## src/rtl/concat_pkg.sv

```systemverilog
`default_nettype none
// ============================================================================
// Module   : concat_pkg
// Brief    : Shared ordering constants and chunk-offset helper for the packer.
// Revision : 1.0 - initial release
// ============================================================================
package concat_pkg;

    localparam logic ORD_LSB_FIRST = 1'b0;
    localparam logic ORD_MSB_FIRST = 1'b1;

    // Bit offset of chunk k inside the packed word for the given ordering mode.
    function automatic int chunk_lo(input int k, input logic mode,
                                    input int din_w, input int num_ch);
        return (mode == ORD_MSB_FIRST) ? (num_ch - 1 - k) * din_w : k * din_w;
    endfunction

endpackage
`default_nettype wire

```

## src/rtl/concat_out_reg.sv

```systemverilog
`default_nettype none
// ============================================================================
// Module   : concat_out_reg
// Brief    : One-entry valid/ready holding register with load, drain and flush.
// Revision : 1.0 - initial release
// ============================================================================
module concat_out_reg #(
    parameter int DATA_W = 8
) (
    input  logic              clk,
    input  logic              rstn,
    input  logic              i_clr,
    input  logic              i_load,
    input  logic [DATA_W-1:0] i_data,
    input  logic              i_ready,
    output logic              o_valid,
    output logic [DATA_W-1:0] o_data
);

    logic              r_valid;
    logic [DATA_W-1:0] r_data;

    // Flush drops the entry but keeps the data bits as they were.
    always_ff @(posedge clk or negedge rstn) begin
        if (!rstn) begin
            r_valid <= 1'b0;
            r_data  <= '0;
        end else if (i_clr) begin
            r_valid <= 1'b0;
        end else if (i_load) begin
            r_valid <= 1'b1;
            r_data  <= i_data;
        end else if (r_valid && i_ready) begin
            r_valid <= 1'b0;
        end
    end

    assign o_valid = r_valid;
    assign o_data  = r_data;

endmodule
`default_nettype wire

```

## src/rtl/concat_packer.sv

```systemverilog
`default_nettype none
// ============================================================================
// Module   : concat_packer
// Brief    : Packs NUM_CH DIN_W-bit stream chunks into one valid/ready word.
// Revision : 1.0 - initial release
// ============================================================================
module concat_packer
    import concat_pkg::*;
#(
    parameter int DIN_W  = 4,
    parameter int NUM_CH = 2,
    parameter int DOUT_W = DIN_W * NUM_CH,
    parameter int CNT_W  = $clog2(NUM_CH)
) (
    input  logic              clk,
    input  logic              rstn,
    input  logic              clr,
    input  logic              msb_first,
    input  logic              in_valid,
    output logic              in_ready,
    input  logic [DIN_W-1:0]  din,
    output logic              out_valid,
    input  logic              out_ready,
    output logic [DOUT_W-1:0] dout,
    output logic [CNT_W-1:0]  fill
);

    localparam logic [CNT_W-1:0] c_last = CNT_W'(NUM_CH - 1);

    logic [CNT_W-1:0]  r_fill;
    logic [DOUT_W-1:0] r_asm;
    logic              r_mode;
    logic [DOUT_W-1:0] w_merged;
    logic              w_mode;
    logic              w_last;
    logic              w_in_xfer;
    logic              w_load;

    assign w_last    = (r_fill == c_last);
    // Only the completing chunk needs the output slot, so only it may stall.
    assign in_ready  = !(w_last && out_valid && !out_ready);
    assign w_in_xfer = in_valid && in_ready;
    assign w_load    = w_in_xfer && w_last && !clr;
    assign w_mode    = (r_fill == '0) ? msb_first : r_mode;
    assign fill      = r_fill;

    always_comb begin
        w_merged = r_asm;
        for (int s = 0; s < NUM_CH; s++) begin
            if (chunk_lo(int'(r_fill), w_mode, DIN_W, NUM_CH) == s * DIN_W) begin
                w_merged[s*DIN_W +: DIN_W] = din;
            end
        end
    end

    always_ff @(posedge clk or negedge rstn) begin
        if (!rstn) begin
            r_fill <= '0;
            r_asm  <= '0;
            r_mode <= ORD_LSB_FIRST;
        end else if (clr) begin
            r_fill <= '0;
            r_asm  <= '0;
        end else if (w_in_xfer) begin
            if (w_last) begin
                r_fill <= '0;
                r_asm  <= '0;
            end else begin
                r_fill <= r_fill + 1'b1;
                r_asm  <= w_merged;
            end
            if (r_fill == '0) begin
                r_mode <= msb_first;
            end
        end
    end

    concat_out_reg #(
        .DATA_W (DOUT_W)
    ) u_out_reg (
        .clk     (clk),
        .rstn    (rstn),
        .i_clr   (clr),
        .i_load  (w_load),
        .i_data  (w_merged),
        .i_ready (out_ready),
        .o_valid (out_valid),
        .o_data  (dout)
    );

endmodule
`default_nettype wire
```

## config.mk

```make
export PLATFORM = sky130hd
export DESIGN_NAME = concat_packer
export DESIGN_NICKNAME = d
export VERILOG_FILES = /design/src/rtl/concat_pkg.sv /design/src/rtl/concat_out_reg.sv /design/src/rtl/concat_packer.sv
export SDC_FILE = /design/constraint.sdc
export NUM_CORES = 1
export LEC_CHECK = 0
export CAP_MARGIN = 15
export CORE_AREA = 2 2 50 52
export DETAILED_ROUTE_END_ITERATION = 6
export DIE_AREA = 0 0 52 54
export GPL_TIMING_DRIVEN = 0
export PLACE_DENSITY = 0.75
export SLEW_MARGIN = 20
export SYNTH_ARGS = -nofsm -noshare
export SYNTH_HDL_FRONTEND = slang
export SYNTH_SLANG_ARGS = --single-unit
```

## constraint.sdc

```tcl
create_clock -name clk -period 1.45 [get_ports clk]
set_input_delay 0.2175 -clock clk [delete_from_list [all_inputs] [get_ports clk]]
set_output_delay 0.2175 -clock clk [all_outputs]
set_load 0.005 [all_outputs]
```

==> results of run 1 <==
-- cell usage after synthesis, types with 2 or more instances --
library cell | n | area, um2
a31oi_1 | 17 | 106.4
nor2_1 | 2 | 7.510
clkbuf_1 | 2 | 7.510
buf_4 | 2 | 15.01
dfrtp_1 | 19 | 475.5
o21ai_0 | 8 | 40.04
nand3_1 | 8 | 40.04
buf_6 | 2 | 22.52
a22o_1 | 8 | 70.07
-- layer usage --
| metal | part of all wire | vias to the layer above |
|---|---|---|
| met3 | 0.063 | 7 |
| met1 | 0.42 | 403 |
| met2 | 0.48 | 36 |
| met5 | 0 | - |
| li1 | - | 379 |
| met4 | 0.035 | 0 |
-- kinds of logic after synthesis --
| logic type | count (synthesis) | synth area share |
|---|---|---|
| simple gates | 23 | 0.1678 |
| buf+inv | 8 | 0.05591 |
| flops | 19 | 0.5060 |
| compound gates | 36 | 0.2703 |
-- worst paths after layout --
kind | from | end | slack, ns | cells past startpoint
setup / recovery | u_out_reg.o_data[1]$_DFFE_PN0P_ | dout[1] | 0.06 | 1
hold / removal | rstn | fill$_DFFE_PN0P_ | 0.37 | 1
setup reg to reg | fill$_DFFE_PN0P_ | r_asm[6]$_DFFE_PN0P_ | 0.09 | 5
hold reg to reg | r_asm[4]$_DFFE_PN0P_ | r_asm[4]$_DFFE_PN0P_ | 0.52 | 1
max in group asynchronous | rstn | r_mode$_DFFE_PN0P_ | 0.58 | 1
min in group clk | r_asm[4]$_DFFE_PN0P_ | r_asm[4]$_DFFE_PN0P_ | 0.52 | 1
-- final cells by class --
| type | instances | area share |
|---|---|---|
| tap | 30 | 0.03067 |
| inverter | 1 | 0.003067 |
| sequential | 19 | 0.3885 |
| multi-input combinational | 59 | 0.3415 |
| clock buffer | 3 | 0.01840 |
| clock inverter | 1 | 0.004090 |
| buffer | 7 | 0.03988 |
| timing repair buffer | 21 | 0.1738 |
-- power groups by stage --
stage          Combinational (uW)  Sequential, uW  Clock [uW]
3_3_place_gp                  363             656           0
6_report                      366             650         275
4_1_cts                       366             650         274
2_1_floorplan                 155             663           0
3_5_place_dp                  365             661           0
5_1_grt                       400             661         291
-- per-stage QoR --
stage	total power [uW]	hold slack, ns
final	1290	0.3705
after global routing	1352	0.4448
after global placement	1019	0.4786
after CTS	1290	0.4072
after floorplan	817.7	-0.07809
after detailed placement	1026	0.4869
-- what timing repair did --
action / 4_1_cts / 5_1_grt
gates resized for setup: 1 / 4
buffers inserted: 1 / 0
pin swaps: 0 / 1
setup endpoints to repair: 1 / 12
-- worst register-to-register path, delay by kind of cell, from the launching register on --
kind	cells	cell delay, ns
AO/OA/AOI/OAI	2	0.38
buffers and inverters	2	0.31
flip-flops	1	0.40
AND/OR/NAND/NOR	1	0.22
-- state kept, by name (all words and copies together) (netlist names) --
name and cells:
fill 1, u_out_reg.o_data 8, r_mode 1, r_asm 8, u_out_reg.o_valid 1
==> results.py, run 1 <==
metrics = {
    "final_layout": {
        "post-route-util": 0.5275,
        "multiInputGateArea_um2": 417.9,
        "drive_gt1_frac": 0.1532,
        "layout.nets": 122,
        "area_delta_synth_final_pct": 30.23,
        "layout_commonest_cell": "dfrtp_1",
        "fin_cells": 141,
        "diodes": 0,
        "final_area_um2": 1224,
        "layout_common_cells": "dfrtp_1 (19), clkdlybuf4s50_1 (17), a31oi_1 (16)",
        "ff_latch_area_um2": 475.5,
        "nFillCells": 207,
    },
    "sta": {
        "setup_viol": 0,
        "tightestPinTransition_ns": 0.8169,
        "worst_slack_ns": 0.05535,
        "slew_headroom": 0.4537,
        "timing.final.crit_period_ns": 1.395,
        "max_freq_mhz": 717.0,
        "fin_skew_ns": 0.001654,
        "hold_violations": 0,
        "maxSlewViolCount": 0,
        "setup_tns_ns": 0,
        "min_period_over_period": 0.9618,
    },
    "clock_tree": {
        "root_buffer": "clkbuf_4",
        "cts.htree.levels": 1,
        "cts.sinks": 19,
        "worst_skew_pair.late_latency_ns": 0.31,
        "clk_pin_slew_worst_paths_ns": 0.11,
        "cts_tree": "built",
        "cts_buffers": 3,
        "ctsHoldBuffers": 0,
        "clockBufferDepth": 2,
    },
    "floorplan": {
        "rows": 18,
        "die_h_um": 54,
        "dieWidth_um": 52,
        "coreArea_um2": 2320,
        "ios": 21,
        "start_util": 0.4051,
        "die_area_um2": 2808,
    },
    "global_routing": {
        "grt_max_degree": 20,
        "grt_use_met3": 0.01667,
        "grtUsageMet2": 0.2658,
        "antenna_found_initial": 0,
        "grt_usage": 0.1670,
        "grt_pass1_wl_um": 3450,
        "grt.overflow.total": 0,
        "grt_busiest_layer": "met2",
        "grt_pass1_vias": 773,
        "use_met1": 0.2234,
    },
    "power_and_ir_drop": {
        "switching_share": 0.2842,
        "leakagePower_uw": 0.0005321,
        "powerDensity_nw_per_um2": 1055,
        "p_int_uw": 923.6,
        "combPwrFrac": 0.283,
        "ir_drop_uv": 504.2,
        "power.switching_uw": 366.8,
        "seqPwrFrac": 0.503,
        "clockPowerShare": 0.213,
    },
    "logic_synthesis": {
        "synth_cells": 86,
        "ys_warn_count": 0,
        "synth_top_flop_cell": "dfrtp_1",
        "async_flop_share": 1.000,
        "ys_ff_latch": 19,
        "synth_edf_count": 0,
        "synth_seq_area_share": 0.5060,
        "synth.cell_area_um2": 939.7,
        "synth_area_per_cell_um2": 10.93,
        "ys_types": 27,
        "synthesis.nets": 96,
    },
    "detailed_routing": {
        "first_pass_iters": 4,
        "drc_errors": 0,
        "vias_per_cell": 5.851,
        "wl_um": 2029,
        "antenna_left": 0,
        "first_iter_violations": 30,
        "post_drt_wl_per_cell_um": 14.39,
        "vias": 825,
    },
    "worst_setup_path": {
        "path_buf_inv": 1,
        "crit_arrival_ns": 1.18,
        "cp_max_fo": 2,
        "worstPathRequired_ns": 1.23,
        "crit_chain": "clkdlybuf4s50_1",
        "end_kind": "primary output",
        "critPathMaxStageDelay_ns": 0.50,
        "setup.worst_path.start_class": "flip-flop",
        "crit_family": "buffers and inverters",
        "crit_type": "flip-flop to primary output",
        "crit_slowest_cell": "clkdlybuf4s50_1",
    },
    "placement": {
        "io_buffers": 20,
        "place_ws_ns": -0.2428,
        "dp_hpwl_um": 1473,
        "finalWeightedCongestion": 0.8053,
        "dp.cells": 136,
        "place_area_um2": 1177,
    },
    "status": {
        "status": "finished clean",
    },
    "min_path": {
        "min_path_type": "input port to asynchronous set/reset pin",
    },
    "run": {
        "cap_violations": 0,
    },
}
Note: power is estimated with default switching activity, not from simulation.
==> inputs of run 2 (changes only) <==
--- a/config.mk
+++ b/config.mk
@@ -6,11 +6,13 @@
 export NUM_CORES = 1
 export LEC_CHECK = 0
 export CAP_MARGIN = 15
-export CORE_AREA = 2 2 50 52
+export CORE_AREA = 2 2 57 59
+export CTS_CLUSTER_DIAMETER = 80
+export CTS_CLUSTER_SIZE = 28
 export DETAILED_ROUTE_END_ITERATION = 6
-export DIE_AREA = 0 0 52 54
+export DIE_AREA = 0 0 59 61
 export GPL_TIMING_DRIVEN = 0
-export PLACE_DENSITY = 0.75
+export PLACE_DENSITY = 0.61
 export SLEW_MARGIN = 20
 export SYNTH_ARGS = -nofsm -noshare
 export SYNTH_HDL_FRONTEND = slang
==> results.py, run 2 (synthesized netlist as in run 1, its figures left out) <==
metrics = {
    "worst_setup_path": {
        "path_buf_inv": 1,
        "crit_chain": "clkdlybuf4s50_1",
        "worstSetupPathDepth": 1,
        "setup.worst_path.start_class": "flip-flop",
        "crit_family": "buffers and inverters",
        "end_kind": "primary output",
        "worstPathRequired_ns": 1.23,
        "crit_path_start": "u_out_reg.o_data[4]$_DFFE_PN0P_",
        "crit_slowest_cell": "clkdlybuf4s50_1",
        "ff2ff_setup_slack_ns": 0.07,
        "cp_max_fo": 2,
        "rr_startpoint": "fill$_DFFE_PN0P_",
        "critPathMaxStageDelay_ns": 0.50,
        "crit_end": "dout[4]",
        "rr_endpoint": "r_asm[6]$_DFFE_PN0P_",
        "crit_type": "flip-flop to primary output",
        "crit_arrival_ns": 1.17,
        "reg2reg_depth": 5,
    },
    "clock_tree": {
        "clockBufferDepth": 2,
        "cts.sinks": 19,
        "cts_tree": "built",
        "cts_buffers": 3,
        "root_buffer": "clkbuf_4",
        "cts.htree.levels": 1,
        "worst_skew_pair.late_latency_ns": 0.30,
        "clk_pin_slew_worst_paths_ns": 0.11,
        "ctsHoldBuffers": 0,
    },
    "sta": {
        "worst_slack_ns": 0.05915,
        "setup_viol": 0,
        "timing.final.crit_period_ns": 1.391,
        "maxSlewViolCount": 0,
        "hold_violations": 0,
        "tightestPinTransition_ns": 0.8475,
        "slew_headroom": 0.4332,
        "min_period_over_period": 0.9592,
        "max_freq_mhz": 719.0,
        "fin_skew_ns": 0.005769,
        "rsz0062_at_grt": "false",
    },
    "detailed_routing": {
        "wl_um": 2032,
        "post_drt_wl_per_cell_um": 14.11,
        "vias": 787,
        "drc_errors": 0,
        "antenna_left": 0,
        "first_iter_violations": 15,
        "vias_per_cell": 5.465,
        "first_pass_iters": 4,
    },
    "floorplan": {
        "die_h_um": 61,
        "dieWidth_um": 59,
        "coreArea_um2": 2953,
        "die_area_um2": 3599,
        "rows": 20,
        "start_util": 0.3182,
        "ios": 21,
    },
    "run": {
        "cap_violations": 0,
    },
    "power_and_ir_drop": {
        "powerDensity_nw_per_um2": 1056,
        "ir_drop_uv": 464.0,
        "p_total_uw": 1293,
        "leakagePower_uw": 0.0005333,
    },
    "final_layout": {
        "area_delta_synth_final_pct": 30.23,
        "layout.nets": 122,
        "drive_gt1_frac": 0.1532,
        "ff_latch_area_um2": 475.5,
        "diodes": 0,
        "layout_common_cells": "dfrtp_1 (19), a31oi_1 (16), clkdlybuf4s50_1 (16)",
        "nFillCells": 303,
        "multiInputGateArea_um2": 417.9,
        "layout_commonest_cell": "dfrtp_1",
    },
    "global_routing": {
        "grt_usage": 0.1322,
        "grt_max_degree": 20,
        "grt_pass1_wl_um": 3532,
        "grtUsageMet2": 0.2000,
        "grt_pass1_vias": 742,
        "grt.overflow.total": 0,
        "use_met1": 0.1874,
        "grt_busiest_layer": "met2",
        "grt_use_met3": 0.02132,
        "antenna_found_initial": 0,
    },
    "placement": {
        "io_buffers": 20,
        "place_ws_ns": -0.2368,
        "finalWeightedCongestion": 0.7586,
        "dp_hpwl_um": 1523,
    },
    "min_path": {
        "min_path_type": "input port to flip-flop",
    },
    "status": {
        "status": "finished clean",
    },
}
==> run 2: cell types whose count changed in the layout (fill, tap and decap cells not counted), sizes merged <==
| cell | delta |
|---|---|
| clkbuf | +2 |
| clkdlybuf4s50 | -1 |
| clkinv | -1 |
| clkdlybuf4s15 | -1 |
| dlymetal6s2s | +1 |
==> run 2: cell type report <==
cell class / instances / share of cell area
Sequential cell: 19 / 0.3885
Multi-Input combinational cell: 59 / 0.3415
Timing Repair Buffer: 21 / 0.1718
Buffer: 7 / 0.03988
Tap cell: 33 / 0.03374
Clock buffer: 4 / 0.02147
Inverter: 1 / 0.003067
==> run 2: worst min-delay path by stage <==
| stage | from | to | slack (ns) | depth (start not counted) |
|---|---|---|---|---|
| final | clr | fill$_DFFE_PN0P_ | 0.29 | 2 |
| after global routing | clr | fill$_DFFE_PN0P_ | 0.32 | 2 |
| after CTS | rstn | r_mode$_DFFE_PN0P_ | 0.43 | 1 |
| after detailed placement | r_asm[7]$_DFFE_PN0P_ | r_asm[7]$_DFFE_PN0P_ | 0.49 | 1 |
| after global placement | r_asm[7]$_DFFE_PN0P_ | r_asm[7]$_DFFE_PN0P_ | 0.49 | 1 |
| after floorplan | rstn | fill$_DFFE_PN0P_ | -0.08 | 0 |
==> run 2: stage by stage <==
stage | instance area (um2) | hold WS, ns | cells | setup TNS, ns | utilization
2_1_floorplan | 939.7 | -0.07809 | 86 | 0 | -
6_report | 1224 | 0.2940 | 144 | 0 | 0.4144
3_5_place_dp | 1181 | 0.4873 | 139 | -3.961 | 0.4000
3_3_place_gp | 1181 | 0.4855 | 139 | -3.691 | 0.4000
4_1_cts | 1220 | 0.4335 | 144 | 0 | 0.4131
5_1_grt | 1224 | 0.3177 | 144 | 0 | 0.4144
==> run 2: power by group <==
group          internal, uW  switching, uW  leakage [uW]
combinational           213            152      0.000278
sequential              607           44.2      0.000241
clock                   107            168     0.0000150
==> run 2: what timing repair did <==
item,4_1_cts,5_1_grt
gates resized for setup,2,5
endpoints found under the setup margin,1,8
buffers inserted,1,0
==> run 2: per-layer routing <==
layer,wire length [um],share of wire,vias to the layer above
li1,-,-,383
met1,987,0.49,378
met2,939,0.46,24
met3,94,0.046,2
met4,10,0.0049,0
met5,0,0,-
